===== config.mk =====
export PLATFORM = sky130hd
export DESIGN_NAME = instr_fetch_unit
export DESIGN_NICKNAME = d
export VERILOG_FILES = /design/src/rtl/instr_fetch_unit.sv
export SDC_FILE = /design/constraint.sdc
export NUM_CORES = 1
export LEC_CHECK = 0
export ABC_AREA = 1
export CORE_ASPECT_RATIO = 0.7
export CORE_MARGIN = 2
export CORE_UTILIZATION = 47
export DETAILED_ROUTE_END_ITERATION = 16
export MAX_ROUTING_LAYER = met4
export PLACE_DENSITY = 0.91
export SYNTH_ARGS = -nofsm -noshare
export SYNTH_HDL_FRONTEND = slang
export SYNTH_SLANG_ARGS = --single-unit

===== constraint.sdc =====
create_clock -name clk -period 2.1 [get_ports clk]
set_input_delay 0.42 -clock clk [delete_from_list [all_inputs] [get_ports clk]]
set_output_delay 0.42 -clock clk [all_outputs]
set_load 0.05 [all_outputs]

===== src/rtl/instr_fetch_unit.sv =====
// Multi-cycle instruction fetch stage: owns the PC, fetches over req/ack into IR,
// and hands decoded fields downstream over valid/ready with branch/jump redirects.
module instr_fetch_unit #(
  parameter logic [31:0] RESET_PC = 32'h0000_0000,
  parameter logic [31:0] PC_STEP  = 32'd4
) (
  input  logic        clk,
  input  logic        rst_n,
  output logic        imem_req,
  output logic [31:0] imem_addr,
  input  logic        imem_ack,
  input  logic [31:0] imem_rdata,
  input  logic        pc_load,
  input  logic [31:0] pc_load_addr,
  output logic        instr_valid,
  input  logic        instr_ready,
  output logic [31:0] instr,
  output logic [5:0]  opcode,
  output logic [4:0]  rs,
  output logic [4:0]  rt,
  output logic [4:0]  rd,
  output logic [5:0]  funct,
  output logic [15:0] imm16,
  output logic [31:0] pc_out
);

  typedef enum logic [1:0] {
    S_IDLE = 2'd0,
    S_REQ  = 2'd1,
    S_HOLD = 2'd2
  } state_t;

  state_t      state_r;
  logic [31:0] pc_r;
  logic [31:0] ir_r;
  logic [31:0] pc_out_r;
  logic [31:0] tgt_r;
  logic        flush_r;
  logic        req_r;
  logic        valid_r;
  logic [31:0] redirect_s;

  // Redirect targets are always word aligned.
  assign redirect_s = {pc_load_addr[31:2], 2'b00};

  // Fetch FSM: PC, IR, pending-redirect bookkeeping and registered handshake outputs.
  always_ff @(posedge clk or negedge rst_n) begin
    if (!rst_n) begin
      state_r  <= S_IDLE;
      pc_r     <= RESET_PC;
      ir_r     <= 32'h0000_0000;
      pc_out_r <= RESET_PC;
      tgt_r    <= 32'h0000_0000;
      flush_r  <= 1'b0;
      req_r    <= 1'b0;
      valid_r  <= 1'b0;
    end else begin
      case (state_r)
        S_IDLE: begin
          state_r <= S_REQ;
          req_r   <= 1'b1;
          valid_r <= 1'b0;
        end
        S_REQ: begin
          if (imem_ack) begin
            if (pc_load) begin
              // A same-cycle redirect beats any stored one; the word is stale.
              pc_r    <= redirect_s;
              flush_r <= 1'b0;
            end else if (flush_r) begin
              pc_r    <= tgt_r;
              flush_r <= 1'b0;
            end else begin
              ir_r     <= imem_rdata;
              pc_out_r <= pc_r;
              state_r  <= S_HOLD;
              req_r    <= 1'b0;
              valid_r  <= 1'b1;
            end
          end else if (pc_load) begin
            // Address must stay stable until ack, so park the target for later.
            flush_r <= 1'b1;
            tgt_r   <= redirect_s;
          end else begin
            flush_r <= flush_r;
          end
        end
        S_HOLD: begin
          if (pc_load) begin
            pc_r    <= redirect_s;
            state_r <= S_REQ;
            req_r   <= 1'b1;
            valid_r <= 1'b0;
          end else if (instr_ready) begin
            pc_r    <= pc_r + PC_STEP;
            state_r <= S_REQ;
            req_r   <= 1'b1;
            valid_r <= 1'b0;
          end else begin
            state_r <= S_HOLD;
          end
        end
        default: begin
          state_r <= S_IDLE;
          req_r   <= 1'b0;
          valid_r <= 1'b0;
          flush_r <= 1'b0;
        end
      endcase
    end
  end

  assign imem_req    = req_r;
  assign imem_addr   = pc_r;
  assign instr_valid = valid_r;
  assign instr       = ir_r;
  assign opcode      = ir_r[31:26];
  assign rs          = ir_r[25:21];
  assign rt          = ir_r[20:16];
  assign rd          = ir_r[15:11];
  assign funct       = ir_r[5:0];
  assign imm16       = ir_r[15:0];
  assign pc_out      = pc_out_r;

endmodule


Word-level counts from Yosys, hierarchy flattened
Cells that the tools add are included.
{ "totals": {"reg_bits": 131, "inputBits": 69, "output_inout_bits": 141, "wordCells": 57} }
{ "classes": {"addsub": 1, "n_eq_ne": 8, "n_mux": 27, "bitwise_logic": 4, "n_reduce_logical": 9} }
{ "ops": {"columns": ["cell", "n"], "rows": [
  ["32-bit two-way mux", 5],
  ["32-bit one-hot mux with 2 select lines", 1],
  ["32-bit by 3-bit adder with 32-bit output (second input constant)", 1],
  ["1-bit two-way mux", 12],
  ["4-bit AND reduction", 3],
  ["2-bit two-way mux", 5],
  ["3-bit inequality test (second input constant)", 3],
  ["2-bit inequality test (second input constant)", 3],
  ["2-bit one-hot mux with 3 select lines", 1],
  ["3-bit AND reduction", 2],
  ["1-bit NOT", 4],
  ["1-bit one-hot mux with 2 select lines", 2],
  ["1-bit one-hot mux with 3 select lines", 1],
  ["2-bit by 1-bit == test with 1-bit output (second input constant)", 1],
  ["2-bit == test (second input constant)", 1],
  ["2-bit zero test", 1],
  ["2-bit AND reduction", 1],
  ["2-bit nonzero test", 1],
  ["2-bit OR reduction", 1]
]} }

Logic depth before layout (Yosys ltp)
{ "depth": {"word_depth": 4, "depth_mapped": 11, "ltp_nobuf": 11} }

Worst setup path after synthesis
OpenSTA, ideal clock, no wires.
{ "synth_path": {"path_type": "flip-flop to flip-flop", "from": "register pc_r[3], in the netlist imem_addr[3]", "to": "register pc_r[20], in the netlist imem_addr[20]", "setup_ps": 118, "arrival_time_ps": 1796, "required_ps": 1982, "setup_slack_ps": 185, "stages_incl_launch_ff": 11, "period_less_slack_ps": 1915, "path_cell_list": "dfrtp_1 -> ha_1 -> nand2_1 -> nor2_1 -> nand2_2 -> nor2_1 -> nand3_1 -> nand3_1 -> nand2_1 -> nand2_1 -> nand2_1"} }
{ "synth_via": {"elab_chain_cells": 4} }
{ "synth_lines": {"columns": ["item", "line_no", "text"], "rows": [
  ["start, declared", "34", "logic [31:0] pc_r;"],
  ["start signal, assigned", "68", "pc_r <= redirect_s;"],
  ["start signal, assigned", "71", "pc_r <= tgt_r;"],
  ["start signal, assigned", "90", "pc_r <= redirect_s;"],
  ["32-bit by 3-bit adder with 32-bit output", "95", "pc_r <= pc_r + PC_STEP;"],
  ["32-bit two-way mux", "94", "end else if (instr_ready) begin"],
  ["32-bit two-way mux", "89", "if (pc_load) begin"],
  ["32-bit one-hot mux with 2 select lines", "58", "case (state_r)"]
]} }
Every way passes these cells. The select of a mux whose other input is x is not followed.
A chain may end at the register's enable or synchronous reset.

Final worst setup path
{ "layout_path": {"from": "register ir_r[3], in the netlist instr[3]", "to": "output port funct[3]"} }
{ "layout_rtl": {"columns": ["item", "line_no", "text"], "rows": [
  ["start, declared", "35", "logic [31:0] ir_r;"],
  ["start signal, assigned", "74", "ir_r <= imem_rdata;"],
  ["end, declared", "22", "output logic [5:0] funct,"]
]} }
No word-level cell between the ends.

==> reports/metrics.cfg <==
[synthesis]
ys_types = 33
yosys-top-cells-area = dfrtp_1 (47%), nand2_1 (16%), buf_4 (5.7%)
synth_edf_count = 0
synth_common_cells = nand2_1 (293), dfrtp_1 (127), nor2_1 (72)
syn_inst = 890
ys.flop_type = dfrtp_1
synth.avg_cell_area_um2 = 7.61
yosysSeqAreaShare = 0.469
synth_area_leader_cell = dfrtp_1
ys_seq_elements = 127
yosys.area.top_type_share = 0.469
synth_area_um2 = 6770
yosys_warnings = 0
ys_async_sr_fraction = 1.00
synthMostInstantiatedCell = nand2_1

[floorplanning]
die_area_um2 = 15400
core_area_um2 = 14000
die_h_um = 104
rows = 36
initial_core_util = 0.483
io_pins = 210
fp.dieW_um = 147

[global_routing]
grt.total_usage = 0.272
gr-total-overflow = 0
grt_pass1_wl_mm = 32.2
antenna_found_initial = 0
grt_pass1_vias = 6041
grt_max_degree = 80

[sta]
setup_violations = 0
hold_viol = 0
slew_violations = 0
fin_skew_ps = 11.0
max_freq_mhz = 480
fin_crit_sh = 0.991
relSlewSlack = 0.633
worst_pin_slew_ps = 549
period_needed_ps = 2080

[run_status]
outcome = complete, no violations

[cells_and_area]
layout.cells.non_filler = 1259
antennaDiodeCount = 0
syn2layout_area_growth_pct = 38.6
seq_area_um2 = 3180
fillers = 1115
drive_above_1_share = 0.102
nNetsFinal = 1126
multi_input_area_um2 = 2730

[critical_path]
crit_type = flop to output pin
end_kind = output pin
cp_max_fo = 4
critPathArrivalTime_ps = 1660
crit_start = instr[3]
reg2reg_slack_ps = 180
required_ps = 1680
max_stage_delay_ps = 850
worst-path-stages = 1
r2r_start = state_r[0]
rr_worst_depth = 10
reg2reg_to = pc_out[23]
path_delay_family = buffers and inverters
crit_path_top_delay_cell = clkdlybuf4s50_1
critPathLaunchType = flop
worstSetupEndpoint = funct[3]
crit_chain = clkdlybuf4s50_1
crit_buf_inv = 1

[job]
cap_violations = 0

[clock_tree]
cts_buffers = 17
cts_root_buf = clkbuf_16
clk_pin_slew_ps = 60
postCtsSetupBuffers = 0
cts_tree = yes
max-clock-path-buffers = 2
cts_max_level = 4
clk-insertion-delay-late_ps = 420
clock-sinks = 127

[placed_design]
dp.cells = 1226
gp_congestion = 1.00
port-buffer-count = 203
dp_hpwl_mm = 14.6

[route]
postRouteAntennaNets = 0
drc = 0
vias_per_cell = 5.21
drt_iter0_drc = 832
firstDrtPassIters = 8
routed_wl_mm = 20.2
vias = 6565
wl_per_cell_um = 16.0

[min_path]
hp-class = primary input to async pin

-- layout by cell type (no fill, tap or decap), types with 3 or more instances in the layout --
cell	netlist	final
a21oi_1	46	46
buf_12	0	8
buf_4	51	33
bufinv_16	0	3
clkbuf_16	0	17
clkbuf_8	0	3
clkdlybuf4s50_1	0	157
clkinvlp_4	0	5
conb_1	1	4
dfrtp_1	127	127
dlygate4sd2_1	0	15
dlymetal6s2s_1	0	16
inv_1	70	70
inv_4	3	3
mux2_2	4	4
nand2_1	293	293
nand2_2	6	5
nand2_4	2	3
nand3_1	68	68
nand3b_1	3	3
nor2_1	72	71
nor2_2	5	6
o211ai_1	4	4
o21ai_0	52	52
o21ai_1	27	27
o21ai_2	9	9
-- what timing repair did --
item,CTS,global route
setup endpoints to repair,16,21
resized for setup,15,18
endpoints found under the hold margin,28,0
hold buffers,1,0
-- per-layer routing --
metal | up-vias | global-route usage | routed length, um
met5 | - | - | 0
met4 | 0 | 0.0659 | 194
met3 | 25 | 0.0961 | 2180
met2 | 341 | 0.387 | 9020
met1 | 3081 | 0.373 | 8800
li1 | 3118 | - | -
-- layout make-up --
class                      instances  share of cell area
inverter                          75              0.0308
clock inverter                    12              0.0169
sequential                       127               0.339
timing repair buffer             230               0.247
multi-input combinational        605               0.291
clock buffer                      20              0.0497
tap                              190              0.0253
-- flip-flops by register name, indices dropped and copies added (netlist names) --
signal / cells
tgt_r: 30
instr: 32
pc_out: 30
flush_r: 1
instr_valid: 1
imem_addr: 30
imem_req: 1
state_r: 2
-- cell families (layout without fill, tap and decap cells) --
kind of cell | after synthesis | in the layout | share of synthesized area
mux | 4 | 4 | 0.00665
simple gates | 453 | 453 | 0.276
compound gates | 142 | 142 | 0.114
flops | 127 | 127 | 0.469
buf+inv | 161 | 337 | 0.130
other cells | 1 | 4 | 0.000554
xor+xnor | 1 | 1 | 0.00129
fa+ha+maj | 1 | 1 | 0.00185
-- through the flow --
stage,setup WS [ps],utilization,setup TNS (ps),instance area (um^2),hold slack (ps)
after floorplan,185,-,0,6780,124
after global placement,26.2,0.623,0,8720,393
after detailed placement,29.2,0.623,0,8720,388
after CTS,3.49,0.667,0,9340,481
after global routing,-21.1,0.670,-21.1,9380,509
final,18.1,0.670,0,9380,479
-- worst min-delay path by stage --
stage	from	to	slack, ps	depth (start not counted)
3_3_place_gp	rst_n	instr[30]	390	1
2_1_floorplan	rst_n	flush_r	120	0
6_report	rst_n	instr[30]	480	2
3_5_place_dp	rst_n	instr[30]	390	1
4_1_cts	rst_n	instr[30]	480	2
5_1_grt	pc_out[8]	pc_out[8]	510	2
Power is not shown: default switching activity piles up to over one toggle a cycle in this logic, so the estimate is an artifact.
